[src/rtl/dmem_pkg.sv]
// Shared types and store-formatting helpers for the MEM-stage data memory sequencer.
package dmem_pkg;

   typedef enum logic [1:0] {IDLE, REQ, DONE} state_t;

   localparam logic [2:0] F3_B  = 3'b000;
   localparam logic [2:0] F3_H  = 3'b001;
   localparam logic [2:0] F3_W  = 3'b010;
   localparam logic [2:0] F3_BU = 3'b100;
   localparam logic [2:0] F3_HU = 3'b101;

   // Request fields frozen on IDLE->REQ so the bus stays stable during the handshake.
   typedef struct packed {
      logic        we;
      logic [31:0] addr;
      logic [2:0]  funct3;
      logic [3:0]  be;
      logic [31:0] wdata;
   } mem_req_t;

   // Size is funct3[1:0]; any 1x encoding behaves as a word access.
   function automatic logic is_misaligned(input logic [1:0] sz, input logic [1:0] a);
      case (sz)
         2'b00:   is_misaligned = 1'b0;
         2'b01:   is_misaligned = a[0];
         default: is_misaligned = |a;
      endcase
   endfunction

   function automatic logic [3:0] store_be(input logic [1:0] sz, input logic [1:0] a);
      case (sz)
         2'b00:   store_be = 4'b0001 << a;
         2'b01:   store_be = 4'b0011 << a;
         default: store_be = 4'b1111;
      endcase
   endfunction

   function automatic logic [31:0] store_wdata(input logic [1:0] sz, input logic [31:0] d);
      case (sz)
         2'b00:   store_wdata = {4{d[7:0]}};
         2'b01:   store_wdata = {2{d[15:0]}};
         default: store_wdata = d;
      endcase
   endfunction

endpackage

[src/rtl/dmem_access_ctrl_load_align.sv]
// Shifts the read word down to the addressed byte lane and sign/zero-extends it.
module load_align
   import dmem_pkg::*;
(
   input  logic [2:0]  funct3,
   input  logic [1:0]  addr_lo,
   input  logic [31:0] rdata,
   output logic [31:0] data
);

   logic [31:0] shifted;

   assign shifted = rdata >> {addr_lo, 3'b000};

   always_comb begin
      data = shifted;
      case (funct3)
         F3_B:    data = {{24{shifted[7]}}, shifted[7:0]};
         F3_BU:   data = {24'h0, shifted[7:0]};
         F3_H:    data = {{16{shifted[15]}}, shifted[15:0]};
         F3_HU:   data = {16'h0, shifted[15:0]};
         F3_W:    data = shifted;
         default: data = shifted;
      endcase
   end

endmodule

[src/rtl/dmem_access_ctrl.sv]
// MEM-stage data memory sequencer: req/ready handshake with timeout, pipeline stall,
// store byte-lane formatting and load alignment.
module dmem_access_ctrl
   import dmem_pkg::*;
#(
   parameter int TIMEOUT_CYCLES = 64,
   parameter int CNT_W          = 7
) (
   input  logic        clk,
   input  logic        rst,
   input  logic        MemRead_mem_i,
   input  logic        MemWrite_mem_i,
   input  logic [2:0]  funct3_mem_i,
   input  logic [31:0] addr_mem_i,
   input  logic [31:0] store_data_mem_i,
   input  logic        hold_i,
   output logic        stall_o,
   output logic [31:0] load_data_o,
   output logic        misalign_o,
   output logic        bus_err_o,
   output logic        mem_req_o,
   output logic        mem_we_o,
   output logic [31:0] mem_addr_o,
   output logic [3:0]  mem_be_o,
   output logic [31:0] mem_wdata_o,
   input  logic        mem_ready_i,
   input  logic [31:0] mem_rdata_i
);

   state_t             state;
   logic [CNT_W-1:0]   cnt;
   mem_req_t           req_q;
   logic               req_r;
   logic               err_r;
   logic [31:0]        ld_r;
   logic [31:0]        aligned;
   logic [1:0]         sz;
   logic               want, misaligned, access;

   assign sz         = funct3_mem_i[1:0];
   assign want       = MemRead_mem_i | MemWrite_mem_i;
   assign misaligned = want & is_misaligned(sz, addr_mem_i[1:0]);
   assign access     = want & ~misaligned;

   // Gated by rst so every output reads zero while reset is applied.
   assign stall_o    = ~rst & (((state == IDLE) & access) | (state == REQ));
   assign misalign_o = ~rst & (state == IDLE) & misaligned;

   assign mem_req_o   = req_r;
   assign mem_we_o    = req_q.we;
   assign mem_addr_o  = {req_q.addr[31:2], 2'b00};
   assign mem_be_o    = req_q.be;
   assign mem_wdata_o = req_q.wdata;
   assign bus_err_o   = err_r;
   assign load_data_o = ld_r;

   load_align u_load_align (
      .funct3  (req_q.funct3),
      .addr_lo (req_q.addr[1:0]),
      .rdata   (mem_rdata_i),
      .data    (aligned)
   );

   always_ff @(posedge clk) begin
      if (rst) begin
         state <= IDLE;
         cnt   <= '0;
         req_q <= '0;
         req_r <= 1'b0;
         err_r <= 1'b0;
         ld_r  <= '0;
      end else begin
         err_r <= 1'b0;
         case (state)
            IDLE: if (access && !hold_i) begin
               state        <= REQ;
               req_r        <= 1'b1;
               req_q.we     <= MemWrite_mem_i;
               req_q.addr   <= addr_mem_i;
               req_q.funct3 <= funct3_mem_i;
               req_q.be     <= MemWrite_mem_i ? store_be(sz, addr_mem_i[1:0]) : 4'b1111;
               req_q.wdata  <= MemWrite_mem_i ? store_wdata(sz, store_data_mem_i) : '0;
            end
            REQ: if (mem_ready_i) begin
               state <= DONE;
               req_r <= 1'b0;
               if (!req_q.we) ld_r <= aligned;
            end else if (cnt == CNT_W'(TIMEOUT_CYCLES - 1)) begin
               state <= DONE;
               req_r <= 1'b0;
               err_r <= 1'b1;
               ld_r  <= '0;
            end else begin
               cnt <= cnt + 1'b1;
            end
            // Held in DONE while the pipeline is frozen so the access never reissues.
            DONE: if (!hold_i) begin
               state <= IDLE;
               cnt   <= '0;
            end
            default: state <= IDLE;
         endcase
      end
   end

endmodule
[config.mk]
export PLATFORM = sky130hd
export DESIGN_NAME = dmem_access_ctrl
export DESIGN_NICKNAME = d
export VERILOG_FILES = /design/src/rtl/dmem_pkg.sv /design/src/rtl/dmem_access_ctrl_load_align.sv /design/src/rtl/dmem_access_ctrl.sv
export SDC_FILE = /design/constraint.sdc
export NUM_CORES = 1
export LEC_CHECK = 0
export ABC_AREA = 1
export CAP_MARGIN = 30
export CORE_MARGIN = 3
export CORE_UTILIZATION = 45
export DETAILED_ROUTE_END_ITERATION = 8
export PLACE_DENSITY = 0.9
export REMOVE_ABC_BUFFERS = 1
export SLEW_MARGIN = 30
export SYNTH_ARGS = -nofsm -noshare
export SYNTH_HDL_FRONTEND = slang
export SYNTH_SLANG_ARGS = --single-unit
[constraint.sdc]
create_clock -name clk -period 1.9 [get_ports clk]
set_input_delay 0.285 -clock clk [delete_from_list [all_inputs] [get_ports clk]]
set_output_delay 0.285 -clock clk [all_outputs]
set_load 0.05 [all_outputs]
==> metrics, run 1 <==
commonest non-fill, non-tap cell in the layout nand2_1; max-cap viol count 0; Min Clock Period, post-route 1.89 ns; WP data required 1.62 ns; CP startpoint funct3_mem_i[1]; Setup crit start kind primary input; final wirelength 18200 µm; leak pwr 3.83 nW; FP Rows approximately 40; worst slew pin tran between 0.5 and 0.6 ns; Cells after Synth between 800 and 900; Via Count 6362; Syn Area/Cell 6.61 µm²; Crit. End Element primary output; wire per inst ~15 µm; routability cong. 0.893; CTS clock-pin slew for the worst setup and hold paths 0.05 ns; post-route setup TNS 0 ns; top cells by area, synth dfxtp_1 39%, nand2_1 14%, buf_4 8.8%, nor2_1 7.9%, a21oi_1 6.8%; Synth Cell Area 5940 µm²; hold buffers post-CTS 0; Tot Pwr 7.42 mW; global-route wire length before repair 29000 µm; CTS Buffer Depth 2; area of the core 12800 µm²; final worst slack 0.0136 ns; total gr overflow 0; worst min-delay path category primary input to flop; DP Wirelength 13000 µm; #FFs+latches synth 115; TritonCTS clock tree done; total clock sinks 115; dpl ws -0.113 ns; Synth top area share 0.388; clk_lat worst skew 0.41 ns; root buffer cell clkbuf_16; initial core utilization 0.465; area delta synth->final 44.0%; status complete, no violations; fraction of layout cells with a size suffix above 1 0.0886; Crit-path slowest cell clkdlybuf4s50_1; Achievable Freq 0.530 GHz; GRT Overall Usage 0.249; Pre-Repair DR Iteration Count 5; vias in the first global route 6059; initial antenna violation count 0; Crit path largest cell delay 0.55 ns; Reg-to-Reg Start cnt[0]; htree depth 4; Antenna Nets Post-Route 0; largest area contributor in the netlist dfxtp_1; Worst Skew 0.0102 ns; Ports 210; crit path max fanout 4; period utilization 0.993; PortBufs 207; register area roughly 2300 µm²; Vias/cell 5.16; crit-path cells clkdlybuf4s50_1 > buf_4 > nand2_1 > nand2_2 > nor3b_4 > buf_4 > buf_12; Peak VDD IR 0.000740 V; multi-input logic area between 2000 and 3000 µm²; headroom to the max-slew limit 0.630; Layout Nets about 1200; max-slew violation count 0; Ys Warns 0; power per standard cell area 868 nW/µm²; Die W 121 µm; hold_sp rst; Final Hold Viols 0; die outline height roughly 120 µm; sequential area share after synthesis 0.388; Initial DRC Count ~620; die area 14600 µm²; largest net degree at the start of global routing 53; leading cell types in the layout, fill and taps excluded 216 x nand2_1, 175 x clkdlybuf4s50_1, 122 x nor2_1; diode count 0; DRC 0; critical path class primary input to primary output; Synth cell types 27; CP dominant cell by count buf_4; Final setup viols 0; fillers 1019; Num CTS Buffers 17; critical path arrival 1.60 ns
## metal layers
layer | global-route usage | vias up | part of all wire
met1 | 0.283 | 2844 | 0.39
met3 | 0.0928 | 50 | 0.11
met2 | 0.417 | 334 | 0.48
met4 | 0.108 | 0 | 0.031
li1 | - | 3134 | -
met5 | 0 | - | 0
## through the flow
step                      instance area [µm²]  hold slack (ns)  std cells   util
after floorplan                          5210            0.354        778      -
after global placement                   7890            0.450       1201  0.618
after detailed placement                 7890            0.457       1201  0.618
after CTS                                8470            0.167       1232  0.663
after global routing                     8550            0.218       1233  0.670
final                                    8550            0.217       1233  0.670
## synthesized netlist by cell type
| library cell | number |
|---|---|
| a21boi_0 | 1 |
| a21oi_1 | 81 |
| buf_1 | 3 |
| buf_2 | 16 |
| buf_4 | 70 |
| clkbuf_1 | 32 |
| clkinv_1 | 1 |
| conb_1 | 1 |
| dfxtp_1 | 115 |
| ha_1 | 1 |
| inv_1 | 45 |
| inv_2 | 1 |
| nand2_1 | 217 |
| nand2_2 | 2 |
| nand3_1 | 81 |
| nand3_2 | 3 |
| nand3b_2 | 1 |
| nand4_1 | 3 |
| nor2_1 | 125 |
| nor3_1 | 7 |
| nor3_4 | 1 |
| nor3b_1 | 2 |
| o211ai_1 | 4 |
| o21ai_0 | 80 |
| or2_1 | 1 |
| or2_2 | 2 |
| xor2_1 | 2 |
## flip-flops by register name, summed over array words and instances, names as in the netlist
register	cells
load_data_o	32
mem_wdata_o	32
mem_addr_o	30
cnt	7
req_q	5
mem_be_o	4
state	2
bus_err_o	1
mem_req_o	1
mem_we_o	1
## worst max-delay path: cells and delay by family
kind / cells / cell delay, ns
buffers and inverters: 4 / 0.98
AND/OR/NAND/NOR: 3 / 0.33
## cells by family (layout without fill, tap and decap cells)
group	after synthesis	count (layout)	synth area share
AOI/OAI and AO/OA	166	166	0.142
DFF	115	115	0.388
and+or+nand+nor	445	445	0.311
other	1	2	0.000631
buffers and inverters	168	330	0.154
xor gates and xnor gates	2	2	0.00295
adders and majority gates	1	1	0.00211
## power breakdown
group / internal (mW) / switching [mW]
clock: 2.09 / 1.06
sequential: 2.54 / 0.0659
combinational: 0.649 / 1.02
total: 5.28 / 2.15
## repair_timing
action,in CTS,in global routing
gates resized for setup,3,27
gates cloned,0,0
buffers inserted,0,1
setup endpoints to repair,3,22
pin swaps,0,4
## worst paths after layout
check	to	slack, ns	cells after the start
max	misalign_o	0.01	7
min	state[1]	0.22	2
max reg2reg	cnt[0]	0.28	9
min reg2reg	mem_wdata_o[29]	0.46	2
## final cells by class
type	count	area share
Clock buffer	27	0.0600
Clock inverter	4	0.00819
Inverter	47	0.0206
Multi-Input combinational cell	616	0.321
Sequential cell	115	0.269
Tap cell	172	0.0252
Timing Repair Buffer	252	0.295
No activity file was read; power rests on OpenSTA's default activity.
==> inputs of run 2 (changes only) <==
- ABC_AREA: 1 -> 0
- GPL_ROUTABILITY_DRIVEN: default -> 0
- PLACE_DENSITY: 0.9 -> 0.91
==> run 2 against run 1 <==
Against the previous run: highest routed layer unchanged; synthesized area shrank 5.8%; design area fell by 4.1%; synthesized cell count shrank 31%; largest power group unchanged.
==> metrics, run 2 <==
largest area contributor in the netlist dfxtp_1; FP Rows 40 (-2.4%); Initial DRC Count 365 (-41%); Antenna Nets Post-Route 0 (unchanged); Peak VDD IR 0.000500 V (-32%); top_reg_cell synth dfxtp_1; top cells by area, synth dfxtp_1 41%, mux2i_1 10%, buf_4 9.5%, nand2_1 7.0%, a22o_1 6.3%; Tot Pwr 6.98 mW (-5.9%); post-synthesis simple-gate area fraction 0.132 (-0.179); max-cap viol count 0 (unchanged); Crit path largest cell delay 0.81 ns (+0.26 ns); headroom to the max-slew limit 0.383 (-0.247); largest net degree at the start of global routing 33 (-38%); post-route setup TNS 0 ns (unchanged); sequential area share after synthesis 0.412 (+0.0240); clk_lat worst skew 0.40 ns (about the same); PortBufs 207 (unchanged); Via Count 5124 (-19%); wire per inst 16.8 µm (+13%); initial antenna violation count 0 (unchanged); EDFF count, synth 0 (unchanged); XOR/XNOR Fraction of Synth Area 0.00157 (-0.00138); final wirelength 16100 µm (-12%); Worst Skew 0.00759 ns (-0.00264 ns); area of the core 12100 µm² (-5.6%); Post-synth top cells 115 x dfxtp_1, 105 x nand2_1, 71 x buf_4; status complete, no violations; Num CTS Buffers 17 (unchanged); Adder-Cell Fraction of Synth Area 0.00224 (+0.000131); Cells after Synth 623 (-31%); Crit-path slowest cell clkdlybuf4s50_1; root buffer cell clkbuf_16; total gr overflow 0 (unchanged); mux share of post-synthesis cell area 0.104 (+0.104); Layout Nets 890 (-23%); worst min-delay path category primary input to flop; Ys Warns 0 (unchanged); Synth async-reset ratio 0 (unchanged); Setup crit start kind flop; Achievable Freq 0.540 GHz (+1.9%); worst slew pin tran 0.922 ns (+0.367 ns); TritonCTS clock tree done; diode count 0 (unchanged); Min Clock Period, post-route 1.85 ns (-0.0360 ns); initial core utilization 0.464 (-0.00129); #FFs+latches synth 115 (unchanged); power per standard cell area 851 nW/µm² (-1.9%); Top Family by Delay on Critical Path buffers and inverters; leak pwr 3.26 nW (-15%); Synth top area share 0.412 (+0.0240); critical path arrival 1.57 ns (-0.03 ns); Die W 117 µm (-2.8%); crit-path cells clkdlybuf4s50_1; CTS clock-pin slew for the worst setup and hold paths 0.05 ns (about the same); Final setup viols 0 (unchanged); critical path class flop to primary output; die outline height 117 µm (-2.8%); fillers 923 (-9.4%); total clock sinks 115 (unchanged); global-route wire length before repair 25600 µm (-12%); Vias/cell 5.32 (+3.1%); Pre-Repair DR Iteration Count 4 (-1); Final Hold Viols 0 (unchanged); max-slew violation count 0 (unchanged); leading cell types in the layout, fill and taps excluded 180 x clkdlybuf4s50_1, 115 x dfxtp_1, 105 x nand2_1; hold buffers post-CTS 0 (unchanged); Synth cell types 54 (+100%); GRT Overall Usage 0.228 (-0.0206); Ports 210 (unchanged); main combinational cell family by area after synthesis compound AO/OA/AOI/OAI gates; Buf+Inv Stages, Crit Path 1 (-3); Crit. End Element primary output; most numerous cell in the Yosys netlist dfxtp_1; fraction of layout cells with a size suffix above 1 0.119 (+0.0309); CTS Buffer Depth 2 (unchanged); vias in the first global route 5017 (-17%); DP Wirelength 12000 µm (-7.8%); crit path max fanout 2 (-2); WP data required 1.62 ns (about the same); Synth Cell Area 5590 µm² (-5.8%); area delta synth->final 46.7%; DRC 0 (unchanged); commonest non-fill, non-tap cell in the layout clkdlybuf4s50_1; Syn Area/Cell 8.98 µm² (+36%); Synth Area in Compound Gates 0.213 (+0.0708); htree depth 4 (unchanged); period utilization 0.974 (-0.0190); die area 13800 µm² (-5.5%)
==> run 2: cell count changes after synthesis, moves of 7 or more <==
cell       change
clkbuf_1      -12
inv_1         -39
a2bb2oi_1      +7
o2bb2ai_1     +16
nand2_1      -112
mux2i_1       +56
a22o_1        +40
nor2_1       -113
nand3_1       -76
o21ai_0       -44
a21oi_1       -26
==> run 2: through the flow <==
stage	utilization	std cells	hold slack (ns)	setup WS [ns]	cell area (µm²)
after floorplan	-	514	0.354	-0.396	4860
after global placement	0.629	932	0.428	-0.129	7590
after detailed placement	0.629	932	0.438	-0.148	7590
after CTS	0.676	962	0.341	0.0153	8160
after global routing	0.680	963	0.370	-0.0000452	8200
final	0.680	963	0.348	0.0496	8200
==> run 2: power by group <==
part           total (mW)  leakage, nW  switching [mW]  internal (mW)
clock network        3.08        0.283            1.03           2.05
logic                1.33         2.05           0.746          0.588
registers            2.57        0.933          0.0601           2.51
total                6.98         3.26            1.84           5.14
==> run 2: path summary, 6_finish.rpt <==
check / startpoint / endpoint / slack, ns / cells past startpoint
setup reg to reg: req_q[39] / load_data_o[13] / 0.15 / 5
hold reg to reg: mem_addr_o[27] / mem_addr_o[27] / 0.45 / 2
hold / removal: MemWrite_mem_i / mem_we_o / 0.35 / 4
setup / recovery: load_data_o[13] / load_data_o[13] / 0.05 / 1
==> run 2: cells by family (layout without fill, tap and decap cells) <==
kind of cell / count (synthesis) / after routing
buffers and inverters: 116 / 287
other: 1 / 2
xor gates and xnor gates: 1 / 1
AOI/OAI and AO/OA: 174 / 174
adders and majority gates: 1 / 1
muxes: 57 / 57
DFF: 115 / 115
and+or+nand+nor: 158 / 158
==> run 2: what timing repair did <==
| action | in CTS | in global routing |
|---|---|---|
| hold endpoints to repair | 0 | 0 |
| endpoints found under the setup margin | 7 | 13 |
| buffers inserted | 0 | 1 |
| pin swaps | 0 | 1 |
| gates resized for setup | 11 | 15 |
==> run 2: area by class of cell <==
cell class	instances	area (µm²)	area share
inverters	6	22.5	0.00275
flip-flops and latches	115	2300	0.281
multi-input cells	393	2570	0.314
repair buffers	251	2520	0.308
well taps	168	210	0.0256
clock inverters	5	75.1	0.00915
clock buffers	25	495	0.0604
==> run 2: layer usage <==
metal	up-vias	share of wire	track usage
met5	-	0	0
met4	0	0.019	0.0828
met1	2421	0.40	0.270
li1	2469	-	-
met3	25	0.099	0.0918
met2	209	0.48	0.376
